--- config.mk ---
export PLATFORM = sky130hd
export DESIGN_NAME = act_mem_stream_dma
export DESIGN_NICKNAME = d
export VERILOG_FILES = /design/src/rtl/act_mem_stream_dma.sv
export SDC_FILE = /design/constraint.sdc
export NUM_CORES = 1
export LEC_CHECK = 0
export BUFFER_PORTS_ARGS = -buffer_cell sky130_fd_sc_hd__clkbuf_2
export CAP_MARGIN = 30
export CORE_MARGIN = 2
export CORE_UTILIZATION = 40
export CTS_BUF_LIST = sky130_fd_sc_hd__clkbuf_16
export CTS_CLUSTER_SIZE = 12
export DETAILED_ROUTE_END_ITERATION = 7
export HOLD_SLACK_MARGIN = 0.08
export SETUP_SLACK_MARGIN = 0.2
export SKIP_CTS_REPAIR_TIMING = 1
export SKIP_LAST_GASP = 1
export SLEW_MARGIN = 20
export SYNTH_ARGS = -nofsm -noshare
export SYNTH_HDL_FRONTEND = slang
export SYNTH_SLANG_ARGS = --single-unit
--- constraint.sdc ---
create_clock -name clk -period 2.61 [get_ports clk]
set_clock_uncertainty 0.15 [all_clocks]
set_input_delay 0.1305 -clock clk [delete_from_list [all_inputs] [get_ports clk]]
set_output_delay 0.1305 -clock clk [all_outputs]
set_load 0.05 [all_outputs]
--- src/rtl/act_mem_stream_dma.sv ---
// Streaming DMA for the activation memory external port: loads a burst from a
// valid/ready stream into memory, or unloads a burst through a small read FIFO.
module act_mem_stream_dma #(
  parameter int ADDR_WIDTH  = 12,
  parameter int DATA_WIDTH  = 32,
  parameter int LEN_WIDTH   = 13,
  parameter int ADDR_STRIDE = 4,
  parameter int FIFO_DEPTH  = 4
) (
  input  logic                  clk,
  input  logic                  reset,
  input  logic                  cmd_valid,
  output logic                  cmd_ready,
  input  logic                  cmd_dir,
  input  logic [ADDR_WIDTH-1:0] cmd_addr,
  input  logic [LEN_WIDTH-1:0]  cmd_len,
  input  logic                  in_valid,
  output logic                  in_ready,
  input  logic [DATA_WIDTH-1:0] in_data,
  output logic                  out_valid,
  input  logic                  out_ready,
  output logic [DATA_WIDTH-1:0] out_data,
  output logic                  mem_wr_en,
  output logic [ADDR_WIDTH-1:0] mem_wr_addr,
  output logic [DATA_WIDTH-1:0] mem_wr_data,
  output logic                  mem_rd_en,
  output logic [ADDR_WIDTH-1:0] mem_rd_addr,
  input  logic [DATA_WIDTH-1:0] mem_rd_data,
  output logic                  busy,
  output logic                  done
);

  localparam int PTR_W = $clog2(FIFO_DEPTH);
  localparam int CNT_W = PTR_W + 2;
  localparam logic [ADDR_WIDTH-1:0] STRIDE = ADDR_WIDTH'(ADDR_STRIDE);

  typedef enum logic [1:0] {IDLE, LOAD, UNLOAD} state_t;

  state_t                state;
  logic [ADDR_WIDTH-1:0] cur_addr;
  logic [LEN_WIDTH-1:0]  len_q;
  logic [LEN_WIDTH-1:0]  issued;
  logic                  rd_data_valid;

  logic [DATA_WIDTH-1:0] fifo_mem [FIFO_DEPTH];
  logic [PTR_W-1:0]      wr_ptr;
  logic [PTR_W-1:0]      rd_ptr;
  logic [CNT_W-1:0]      fifo_count;
  logic                  push;
  logic                  pop;
  logic [CNT_W-1:0]      count_after_pop;
  logic [CNT_W-1:0]      outstanding;

  assign cmd_ready = (state == IDLE);
  assign in_ready  = (state == LOAD);
  assign busy      = (state != IDLE);
  assign out_valid = (fifo_count != '0);
  // Masked so stale FIFO contents never appear on the port while empty.
  assign out_data  = out_valid ? fifo_mem[rd_ptr] : '0;

  assign push            = rd_data_valid;
  assign pop             = out_valid && out_ready;
  assign count_after_pop = fifo_count - CNT_W'(pop);
  // Words buffered plus reads still in the memory pipeline.
  assign outstanding     = fifo_count + CNT_W'(mem_rd_en) + CNT_W'(rd_data_valid);

  always_ff @(posedge clk or negedge reset) begin
    if (!reset) begin
      wr_ptr        <= '0;
      rd_ptr        <= '0;
      fifo_count    <= '0;
      rd_data_valid <= 1'b0;
    end else begin
      // NOTE: sequential state uses non-blocking assignments so every register
      // samples pre-edge values regardless of statement order.
      rd_data_valid <= mem_rd_en;
      if (push) wr_ptr <= wr_ptr + 1'b1;
      if (pop)  rd_ptr <= rd_ptr + 1'b1;
      fifo_count <= fifo_count + CNT_W'(push) - CNT_W'(pop);
    end
  end

  // NOTE: FIFO storage has no reset; validity is tracked by the reset pointers
  // and count, which keeps the array mappable to plain RAM/flops without reset.
  always_ff @(posedge clk) begin
    if (push) fifo_mem[wr_ptr] <= mem_rd_data;
  end

  always_ff @(posedge clk or negedge reset) begin
    if (!reset) begin
      state       <= IDLE;
      cur_addr    <= '0;
      len_q       <= '0;
      issued      <= '0;
      mem_wr_en   <= 1'b0;
      mem_wr_addr <= '0;
      mem_wr_data <= '0;
      mem_rd_en   <= 1'b0;
      mem_rd_addr <= '0;
      done        <= 1'b0;
    end else begin
      mem_wr_en   <= 1'b0;
      mem_wr_addr <= '0;
      mem_wr_data <= '0;
      mem_rd_en   <= 1'b0;
      mem_rd_addr <= '0;
      done        <= 1'b0;
      case (state)
        IDLE: begin
          if (cmd_valid) begin
            cur_addr <= cmd_addr;
            len_q    <= cmd_len;
            issued   <= '0;
            if (cmd_len == '0) done  <= 1'b1;
            else               state <= cmd_dir ? UNLOAD : LOAD;
          end
        end
        LOAD: begin
          if (in_valid) begin
            mem_wr_en   <= 1'b1;
            mem_wr_addr <= cur_addr;
            mem_wr_data <= in_data;
            cur_addr    <= cur_addr + STRIDE;
            issued      <= issued + 1'b1;
            if (issued + 1'b1 == len_q) begin
              state <= IDLE;
              done  <= 1'b1;
            end
          end
        end
        UNLOAD: begin
          if ((issued < len_q) && (outstanding < CNT_W'(FIFO_DEPTH))) begin
            mem_rd_en   <= 1'b1;
            mem_rd_addr <= cur_addr;
            cur_addr    <= cur_addr + STRIDE;
            issued      <= issued + 1'b1;
          end
          if ((issued == len_q) && !mem_rd_en && !rd_data_valid &&
              (count_after_pop == '0)) begin
            state <= IDLE;
            done  <= 1'b1;
          end
        end
        default: state <= IDLE;
      endcase
    end
  end

endmodule

==> key figures, run 1 <==
Route
  – Post-DRT Antenna Nets: 0
  – DR vias: 7039
  – Iter 0 DRT Violations: 367
  – DRC Markers: 0
  – Routed WL: 24.9 mm
  – DR WL/cell: 17.6 um
  – Via density: 5.00
  – TritonRoute pass-1 iters: 4

CTS
  – CTS tree: yes
  – Clock-pin slew on the worst setup and hold paths: 0.06 ns
  – Worst-Skew Late Latency: 0.51 ns
  – Clock sinks: 236
  – H-tree depth: 1
  – Clk root buf: clkbuf_16
  – Num CTS Buffers: 26
  – Clk buf depth: 3

STA
  – Relative slew slack: 54.6%
  – Setup-failing EPs final: 0
  – Hold Violations, Final: 0
  – Crit share post-route: 97.3%
  – Fin crit period: 2.54 ns
  – Tightest Pin Transition: 0.681 ns
  – Final Max Tran Viols: 0
  – RSZ-0062 raised after global routing: true
  – Max Clk Rate: 394 MHz

Die
  – Die height: 164 um
  – Die Width: 164 um
  – Cell Rows: 58
  – Core ar.: 25100 um^2
  – Die area: 26800 um^2
  – Ports: 190
  – Starting Density: 40.6%

Layout
  – Seq. cell area: 6550 um^2
  – Final Instance Count excl. Fillers: 1409
  – Fraction of layout cells with a size suffix above 1: 35.1%
  – Fillers: 2128
  – Most frequent cells in the layout: 164 x clkbuf_2, 128 x edfxtp_1, 105 x dfrtp_1, 93 x dlygate4sd3_1, 64 x buf_4
  – Nets: 1191
  – Area grow syn2layout: 37.4%
  – Multi-input logic area: 3530 um^2
  – Most common cell after layout, fill and taps aside: clkbuf_2
  – Core Util, Final: 55.7%

Worst setup path
  – CP required: 2.88 ns
  – Crit path capture: cur_addr[2]
  – Crit-path slowest cell: dfrtp_1
  – Reg2reg path depth: 10
  – CP dominant cell by count: buf_4
  – Crit path cell chain: ha_1 > a21oi_1 > nor2_1 > o32ai_2 > o2111ai_2 > buf_4 > o21ai_4 > buf_4 > nand2_2 > o31ai_2
  – RR Startpoint: fifo_count[0]
  – Arrival @ worst endpoint: 2.82 ns
  – Max stage delay on crit path: 0.38 ns
  – Crit path from: fifo_count[0]
  – R2R Setup Slk: 0.07 ns
  – Setup CP Type: flip-flop to flip-flop
  – CP max FO: 5
  – Crit start category: flip-flop
  – Worst r2r dst: cur_addr[2]
  – Crit end category: flip-flop

Synth
  – Synth top area cells: edfxtp_1 38%, dfrtp_1 27%, mux4_2 7.1%
  – Yosys cell types: 57
  – Largest family of logic cells by synthesized area: simple AND/OR/NAND/NOR gates
  – Share of the synthesized area in the top cell type: 37.7%
  – Post-synth EDFFs: 128
  – Synth Area in Compound Gates: 6.43%
  – Synth Register Bits: 236
  – Top FF cell, synth: edfxtp_1
  – Mux contribution to synthesized area: 8.91%
  – Post-Synth Adder-Cell Area: 4.37%
  – Ys async rst share: 45.8%
  – YS warnings: 0
  – Synth Area in Simple Gates: 11.1%
  – Cell taking the most area after synthesis: edfxtp_1
  – Syn Area/Cell: 14.1 um^2
  – Cell Area, Synth: 10200 um^2
  – Cells after synthesis: 720
  – Post-synthesis xor/xnor area fraction: 1.98%
  – Syn nets: 850
  – Sequential area share after synthesis: 64.3%

Global route
  – Antenna violations before repair: 1
  – First-pass GRT wire length: 36.8 mm
  – Total grt overflow: 0
  – Total GRT Usage: 17.6%
  – Vias in the first global route: 6777
  – Largest net degree at the start of global routing: 52

Flow run
  – Max Cap Violations: 0

Min path
  – HP Class: primary input to async pin

Power
  – Max VDD drop: 0.775 mV
  – Pwr dens: 1100 nW/um^2
  – Leakage: 6.15 nW

Placement
  – DP Cell Count: 1256
  – Number of port buffers: 189
  – DP HPWL: 16.0 mm
  – GP Congestion: 0.855

Status
  – Status: complete, no violations
==> kinds of logic after synthesis <==
group                    Yosys count
flip-flops                       236
AO/OA/AOI/OAI                     99
adder cells (fa/ha/maj)           35
XOR/XNOR                          23
multiplexers                      49
AND/OR/NAND/NOR                  202
buffers and inverters             76
==> state kept, by name (all words and copies together), names as in the netlist, 2 cells and up <==
signal / flops
state: 2
mem_rd_addr: 12
mem_wr_data: 32
fifo_count: 4
cur_addr: 12
mem_wr_addr: 12
wr_ptr: 2
len_q: 13
rd_ptr: 2
issued: 13
fifo_mem: 128
==> layer usage <==
metal	wire (um)	global-route usage, %
met5	0	0
met4	397	3.71
met3	1460	3.58
met2	12700	30.6
met1	10300	22.8
==> cells in the mapped netlist (3+ instances only) <==
cell type  count
mux2_2        13
inv_1         38
o22ai_1        3
ha_1          34
and3_1        49
a31oi_1        5
xor2_1        10
xnor2_1       13
a2bb2oi_1      7
nand2_1       33
o21ai_0       37
mux4_2        32
o21a_1         3
nor3_1         3
clkbuf_1      27
nand3_1       18
mux2i_1        4
buf_2          8
o31ai_1       11
nor4_1         6
nand4_1        7
a211oi_1       5
dfrtp_1      108
edfxtp_1     128
nand2b_1       4
and2_1        48
nor2_1        21
a21oi_1        8
nor2b_1        3
==> cell type report <==
type	count	share of cell area, %
antenna	1	0.0179
clock inverter	18	0.930
multi-input combinational	408	25.2
clock buffer	27	4.83
tap	330	2.95
inverter	38	1.04
timing repair buffer	351	18.2
sequential	236	46.8
==> report_power, final <==
group	internal [mW]	switching [mW]	total [mW]
Combinational	2.78	4.27	7.05
Clock	2.05	1.40	3.45
Sequential	4.48	0.367	4.85
Total	9.31	6.04	15.3
==> worst min-delay path by stage <==
stage	from	to	slack [ns]
after floorplan	reset	cur_addr[0]	-0.32
after global placement	reset	mem_wr_addr[4]	0.06
after detailed placement	reset	mem_wr_addr[4]	0.06
after CTS	reset	mem_wr_addr[4]	-0.49
after global routing	in_valid	mem_wr_data[1]	0.09
final	reset	cur_addr[4]	0.05
==> through the flow <==
stage                     hold WS [ns]  TNS, ns  area (um^2)  power, mW  setup slack (ns)
after CTS                       -0.488   -0.107        12700       14.8            -0.103
after global placement          0.0609        0        11900       11.3            0.0238
after detailed placement        0.0637  -0.0650        11900       11.3           -0.0650
after floorplan                 -0.315        0        10200       9.41            0.0519
final                           0.0461        0        14000       15.3            0.0692
after global routing            0.0943   -0.311        14000       16.2           -0.0719
==> critical path: cells and delay by family (launching register included) <==
family	cells	cell delay, ns
buffers and inverters	2	0.35
and+or+nand+nor	2	0.18
adders and majority gates	1	0.28
DFF	1	0.38
AOI/OAI and AO/OA	5	1.11
Note: power is estimated with default switching activity, not from simulation.
==> run 2, diff against run 1 <==
--- a/config.mk
+++ b/config.mk
@@ -6,13 +6,14 @@
 export NUM_CORES = 1
 export LEC_CHECK = 0
 export BUFFER_PORTS_ARGS = -buffer_cell sky130_fd_sc_hd__clkbuf_2
-export CAP_MARGIN = 30
+export CAP_MARGIN = 15
 export CORE_MARGIN = 2
 export CORE_UTILIZATION = 40
 export CTS_BUF_LIST = sky130_fd_sc_hd__clkbuf_16
 export CTS_CLUSTER_SIZE = 12
 export DETAILED_ROUTE_END_ITERATION = 7
 export HOLD_SLACK_MARGIN = 0.08
+export PLACE_DENSITY = 0.74
 export SETUP_SLACK_MARGIN = 0.2
 export SKIP_CTS_REPAIR_TIMING = 1
 export SKIP_LAST_GASP = 1
==> run 2 against run 1 <==
Against the previous run:
- the flow now finishes with violations (setup timing)
- sequential power grew 1%
- register-to-register slack got worse by 0.07 ns
- clock power barely moved
- non-clock buffer count grew 19
- worst setup slack worse by 0.072 ns
- first-iteration DRC count rose by 25%
- critical path depth rose by 1
- fmax down 2.8%
- final cell count up 1.3%
- critical path type unchanged
- flip-flop and latch count unchanged
- via count increased by 5.0%
- largest power group unchanged
- die area did not move
==> key figures, run 2 (synthesized netlist as in run 1, its figures left out) <==
Power
  – Pwr Total: 16.4 mW (was 15.3 mW)
  – Psw: 6.50 mW (was 6.04 mW)
  – Internal power: 9.95 mW (was 9.31 mW)
  – Sw frac: 39.5% (was 39.3%)
  – Max VDD drop: 1.01 mV (was 0.775 mV)
  – Clock network fraction of total power: 20.9% (was 22.5%)
  – Sequential group share of total power: 29.8% (was 31.6%)
  – Pwr dens: 1130 nW/um^2 (was 1100 nW/um^2)
  – Combinational share of power: 49.3% (was 45.9%)
  – Leakage: 6.35 nW (was 6.15 nW)

CTS
  – H-tree depth: 1 (unchanged)
  – Clk buf depth: 3 (unchanged)
  – Clock sinks: 236 (unchanged)
  – Clk root buf: clkbuf_16 (unchanged)
  – Clock-pin slew on the worst setup and hold paths: 0.06 ns (about the same)
  – CTS tree: yes (unchanged)
  – Num CTS Buffers: 26 (unchanged)
  – Worst-Skew Late Latency: 0.52 ns (was 0.51 ns)

Die
  – Cell Rows: 58 (unchanged)
  – Die height: 164 um (unchanged)
  – Die area: 26800 um^2 (unchanged)
  – Starting Density: 40.6% (unchanged)
  – Core ar.: 25100 um^2 (unchanged)
  – Die Width: 164 um (unchanged)
  – Ports: 190 (unchanged)

Worst setup path
  – CP dominant cell by count: ha_4 (was buf_4)
  – Critical path buffers and inverters: 1 (was 2)
  – Arrival @ worst endpoint: 2.86 ns (was 2.82 ns)
  – Setup CP Type: flip-flop to flip-flop (unchanged)
  – Crit start category: flip-flop (unchanged)
  – Crit-path slowest cell: or4_4 (was dfrtp_1)
  – CP required: 2.86 ns (was 2.88 ns)
  – Max stage delay on crit path: 0.43 ns (was 0.38 ns)
  – CP max FO: 3 (was 5)
  – Critical path's top delay family: simple AND/OR/NAND/NOR gates (was compound AO/OA/AOI/OAI gates)
  – Crit path cell chain: inv_2 > ha_4 > nand3_4 > and2_4 > ha_4 > nand4b_1 > nor2_1 > nand4_1 > or4_4 > a221o_1 > mux2i_1 (was ha_1 > a21oi_1 > nor2_1 > o32ai_2 > o2111ai_2 > buf_4 > o21ai_4 > buf_4 > nand2_2 > o31ai_2)
  – Crit end category: flip-flop (unchanged)

Placement
  – DP Area: 11900 um^2 (about the same)
  – GP Congestion: 0.894 (was 0.855)
  – DP HPWL: 16.0 mm (about the same)
  – Number of port buffers: 189 (unchanged)

STA
  – Relative slew slack: 54.5% (was 54.6%)
  – Final setup margin: -0.00318 ns (was 0.0692 ns)
  – RSZ-0062 raised after global routing: true (unchanged)
  – Max Clk Rate: 383 MHz (was 394 MHz)
  – Crit share post-route: 100% (was 97.3%)
  – Tightest Pin Transition: 0.683 ns (was 0.681 ns)
  – Final Max Tran Viols: 0 (unchanged)
  – Setup-failing EPs final: 1 (was 0)
  – Hold Violations, Final: 0 (unchanged)
  – Fin crit period: 2.61 ns (was 2.54 ns)

Layout
  – Top Registers: fifo_mem (128), mem_wr_data (32) (unchanged)
  – Most frequent cells in the layout: 159 x clkbuf_2, 128 x edfxtp_1, 103 x dfrtp_1, 103 x dlygate4sd3_1, 61 x buf_4 (was 164 x clkbuf_2, 128 x edfxtp_1, 105 x dfrtp_1, 93 x dlygate4sd3_1, 64 x buf_4)
  – Biggest register: fifo_mem (unchanged)
  – Area grow syn2layout: 43.0% (was 37.4%)
  – Fraction of layout cells with a size suffix above 1: 39.4% (was 35.1%)
  – Fillers: 1940 (was 2128)
  – Max reg flops: 128 (unchanged)
  – Most common cell after layout, fill and taps aside: clkbuf_2 (unchanged)
  – Nets: 1211 (was 1191)
  – Post-layout instance area: 14600 um^2 (was 14000 um^2)

Status
  – Status: finished, violations left (was complete, no violations)
  – Failing checks: setup timing

Global route
  – Antenna violations before repair: 1 (unchanged)
  – Vias in the first global route: 6870 (was 6777)
  – Total GRT Usage: 17.4% (was 17.6%)
  – First-pass GRT wire length: 37.0 mm (was 36.8 mm)
  – Total grt overflow: 0 (unchanged)
  – Largest net degree at the start of global routing: 60 (was 52)

Flow run
  – Max Cap Violations: 0 (unchanged)

Route
  – TritonRoute pass-1 iters: 5 (was 4)
  – DRC Markers: 0 (unchanged)
  – Post-DRT Antenna Nets: 0 (unchanged)
  – Via density: 5.18 (was 5.00)
  – Routed WL: 26.6 mm (was 24.9 mm)
  – DR WL/cell: 18.6 um (was 17.6 um)
  – Iter 0 DRT Violations: 458 (was 367)
  – DR vias: 7389 (was 7039)

Min path
  – HP Class: primary input to async pin (unchanged)
[run 2: changes by cell type in the layout (fill, tap and decap cells not counted), sizes merged, moves of 2 or more]
cell | previous run | this run
buf | 92 | 106
clkbuf | 193 | 187
clkinv | 8 | 10
dlygate4sd3 | 93 | 103
inv | 46 | 42
[run 2: layout make-up]
cell class,instances,area [um^2],share of cell area [%]
Antenna cell,1,2.50,0.0172
Clock buffer,26,651,4.47
Clock inverter,17,139,0.954
Inverter,38,145,0.996
Multi-Input combinational cell,409,3780,26.0
Sequential cell,236,6560,45.0
Tap cell,330,413,2.83
Timing Repair Buffer,370,2880,19.8
[run 2: stage by stage]
step / setup slack [ns] / hold WS, ns / utilization (%) / TNS [ns] / instances
global placement: 0.00241 / 0.0514 / 47.2 / 0 / 1251
finish: -0.00318 / 0.0507 / 58.0 / -0.00318 / 1427
global route: -0.0983 / 0.0891 / 58.0 / -0.307 / 1427
CTS: -0.116 / -0.494 / 50.4 / -0.835 / 1294
detailed placement: -0.109 / 0.0629 / 47.2 / -0.282 / 1251
floorplan: 0.0519 / -0.315 / - / 0 / 720
[run 2: routing by layer]
metal	track usage (%)	vias to the layer above	routed length (um)
li1	-	3387	-
met1	22.8	3703	10600
met2	29.5	252	13700
met3	4.24	47	1690
met4	3.79	0	594
met5	0	-	0
[run 2: power groups by stage]
stage          logic [mW]  registers, mW  clock network, mW
5_1_grt              8.64           4.97               3.65
2_1_floorplan        4.17           5.25                  0
3_3_place_gp         6.22           4.95                  0
6_report             8.10           4.91               3.43
3_5_place_dp         6.32           4.97                  0
4_1_cts              6.35           4.90               3.50
[run 2: path summary, 6_finish.rpt]
kind	to	start	slack [ns]	cells past startpoint
max	state[1]	fifo_count[2]	-0.003	11
min	done	reset	0.05	2
max reg2reg	state[1]	fifo_count[2]	-0.003	11
min reg2reg	push	mem_rd_en	0.33	0
max in group asynchronous	mem_wr_data[2]	reset	1.53	3
min in group clk	mem_wr_en	in_valid	0.09	3
[run 2: worst register-to-register path, delay by kind of cell, from the launching register on]
family | cells | cell delay (ns)
and+or+nand+nor | 6 | 0.96
muxes | 1 | 0.14
AOI/OAI and AO/OA | 1 | 0.35
buffers and inverters | 1 | 0.09
DFF | 1 | 0.40
adders and majority gates | 2 | 0.39
==> run 3, diff against run 2 <==
--- a/config.mk
+++ b/config.mk
@@ -5,11 +5,12 @@
 export SDC_FILE = /design/constraint.sdc
 export NUM_CORES = 1
 export LEC_CHECK = 0
+export ABC_AREA = 0
 export BUFFER_PORTS_ARGS = -buffer_cell sky130_fd_sc_hd__clkbuf_2
 export CAP_MARGIN = 15
 export CORE_MARGIN = 2
 export CORE_UTILIZATION = 40
-export CTS_BUF_LIST = sky130_fd_sc_hd__clkbuf_16
+export CTS_BUF_LIST = sky130_fd_sc_hd__clkbuf_4 sky130_fd_sc_hd__clkbuf_8 sky130_fd_sc_hd__clkbuf_16
 export CTS_CLUSTER_SIZE = 12
 export DETAILED_ROUTE_END_ITERATION = 7
 export HOLD_SLACK_MARGIN = 0.08
==> run 3 against run 2 <==
Against the previous run:
- the flow now finishes without violations
- combinational power barely moved
- sequential share of layout area barely moved
- worst setup slack improved by 0.0041 ns
- critical path depth did not move
- routed wire length fell by 0.56%
- flip-flop and latch count did not move
- design area barely moved
- first-iteration DRC count rose by 12%
- via count rose by 0.32%
==> key figures, run 3 (synthesized netlist as in run 1, its figures left out) <==
Die
  – Die height: 164 um (unchanged)
  – Core ar.: 25100 um^2 (unchanged)
  – Die Width: 164 um (unchanged)
  – Ports: 190 (unchanged)
  – Cell Rows: 58 (unchanged)
  – Starting Density: 40.6% (unchanged)
  – Die area: 26800 um^2 (unchanged)

Layout
  – Nets: 1212 (was 1211)
  – Fraction of layout cells with a size suffix above 1: 40.2% (was 39.4%)
  – Seq. cell area: 6560 um^2 (unchanged)
  – Most frequent cells in the layout: 159 x clkbuf_2, 128 x edfxtp_1, 103 x dfrtp_1, 103 x dlygate4sd3_1, 63 x buf_4 (was 159 x clkbuf_2, 128 x edfxtp_1, 103 x dfrtp_1, 103 x dlygate4sd3_1, 61 x buf_4)
  – Most common cell after layout, fill and taps aside: clkbuf_2 (unchanged)
  – Top Registers: fifo_mem (128), mem_wr_data (32) (unchanged)
  – # diodes: 0 (was 1)
  – Max reg flops: 128 (unchanged)
  – Area grow syn2layout: 43.1% (was 43.0%)
  – Fillers: 1943 (was 1940)
  – Multi-input logic area: 3750 um^2 (was 3780 um^2)
  – Biggest register: fifo_mem (unchanged)

Status
  – Status: complete, no violations (was finished, violations left)

Power
  – Max VDD drop: 1.04 mV (was 1.01 mV)
  – Pwr Total: 16.6 mW (was 16.4 mW)
  – Pwr dens: 1140 nW/um^2 (was 1130 nW/um^2)
  – Leakage: 6.36 nW (was 6.35 nW)

Route
  – Routed WL: 26.4 mm (was 26.6 mm)
  – TritonRoute pass-1 iters: 4 (was 5)
  – Iter 0 DRT Violations: 515 (was 458)
  – DRC Markers: 0 (unchanged)
  – Post-DRT Antenna Nets: 0 (unchanged)
  – Via density: 5.19 (was 5.18)
  – DR vias: 7413 (was 7389)
  – DR WL/cell: 18.5 um (was 18.6 um)

STA
  – RSZ-0062 raised after global routing: true (unchanged)
  – Setup TNS: 0 ns (was -0.00318 ns)
  – Tightest Pin Transition: 0.679 ns (was 0.683 ns)
  – Crit share post-route: 100% (about the same)
  – Max Clk Rate: 383 MHz (about the same)
  – Hold Violations, Final: 0 (unchanged)
  – Fin crit period: 2.61 ns (about the same)
  – Relative slew slack: 54.8% (was 54.5%)
  – Final Max Tran Viols: 0 (unchanged)
  – Setup-failing EPs final: 0 (was 1)

Worst setup path
  – Setup CP Type: flip-flop to flip-flop (unchanged)
  – Arrival @ worst endpoint: 2.86 ns (about the same)
  – CP max FO: 3 (unchanged)
  – R2R Setup Slk: 0.0009 ns (was -0.003 ns)
  – CP required: 2.86 ns (about the same)
  – Crit end category: flip-flop (unchanged)
  – Crit start category: flip-flop (unchanged)

Placement
  – DP HPWL: 16.0 mm (unchanged)
  – GP Congestion: 0.894 (unchanged)
  – Number of port buffers: 189 (unchanged)

CTS
  – Clk buf depth: 3 (unchanged)
  – Clock-pin slew on the worst setup and hold paths: 0.06 ns (about the same)
  – Clock sinks: 236 (unchanged)
  – H-tree depth: 1 (unchanged)
  – Num CTS Buffers: 26 (unchanged)
  – Clk root buf: clkbuf_16 (unchanged)
  – Worst-Skew Late Latency: 0.53 ns (was 0.52 ns)
  – CTS tree: yes (unchanged)

Global route
  – Total GRT Usage: 17.5% (was 17.4%)
  – Antenna violations before repair: 0 (was 1)
  – Vias in the first global route: 6889 (was 6870)
  – First-pass GRT wire length: 37.0 mm (about the same)
  – Total grt overflow: 0 (unchanged)
  – Largest net degree at the start of global routing: 60 (unchanged)

Min path
  – HP Class: primary input to async pin (unchanged)

Flow run
  – Max Cap Violations: 0 (unchanged)
## run 3: critical path: stages, from the launching register on
cell and delay (ns):
dfrtp_1 0.40, inv_2 0.09, ha_4 0.13, nand3_4 0.05, and2_4 0.16, ha_4 0.25
nand4b_1 0.09, nor2_1 0.12, nand4_1 0.11, or4_4 0.43, a221o_1 0.35, mux2i_1 0.14
## run 3: worst paths after layout
check	from	cells past startpoint	end
max in group asynchronous	reset	3	mem_wr_data[10]
setup reg to reg	fifo_count[2]	11	state[1]
hold / removal	reset	2	done
min in group clk	in_valid	3	mem_wr_en
setup / recovery	fifo_count[2]	11	state[1]
hold reg to reg	mem_rd_en	0	push
## run 3: power breakdown
group          switching (mW)  total, mW  internal, mW
clock                    1.42       3.52          2.11
sequential              0.422       4.91          4.49
combinational            4.63       8.12          3.49
total                    6.47       16.6          10.1
## run 3: area by class of cell
class                   instances  share of cell area [%]
well taps                     330                    2.83
inverters                      38                   0.996
clock buffers                  32                    4.86
repair buffers                371                    19.8
clock inverters                11                   0.798
flip-flops and latches        236                    45.0
multi-input cells             409                    25.8
## run 3: layer usage
| layer | vias up | wire (um) | global-route usage [%] |
|---|---|---|---|
| met5 | - | 0 | 0 |
| met4 | 0 | 492 | 3.79 |
| met3 | 39 | 1770 | 4.42 |
| met2 | 277 | 13600 | 29.5 |
| met1 | 3704 | 10500 | 22.8 |
| li1 | 3393 | - | - |
## run 3: per-stage QoR
step                util, %  hold slack, ns  instance area (um^2)  std cells  worst slack (ns)
finish                 58.0          0.0304                 14600       1427          0.000907
global route           58.0          0.0856                 14600       1427           -0.0979
CTS                    50.5          -0.494                 12700       1294            -0.116
detailed placement     47.2          0.0629                 11900       1251            -0.109
global placement       47.2          0.0514                 11900       1251           0.00241
floorplan                 -          -0.315                 10200        720            0.0519
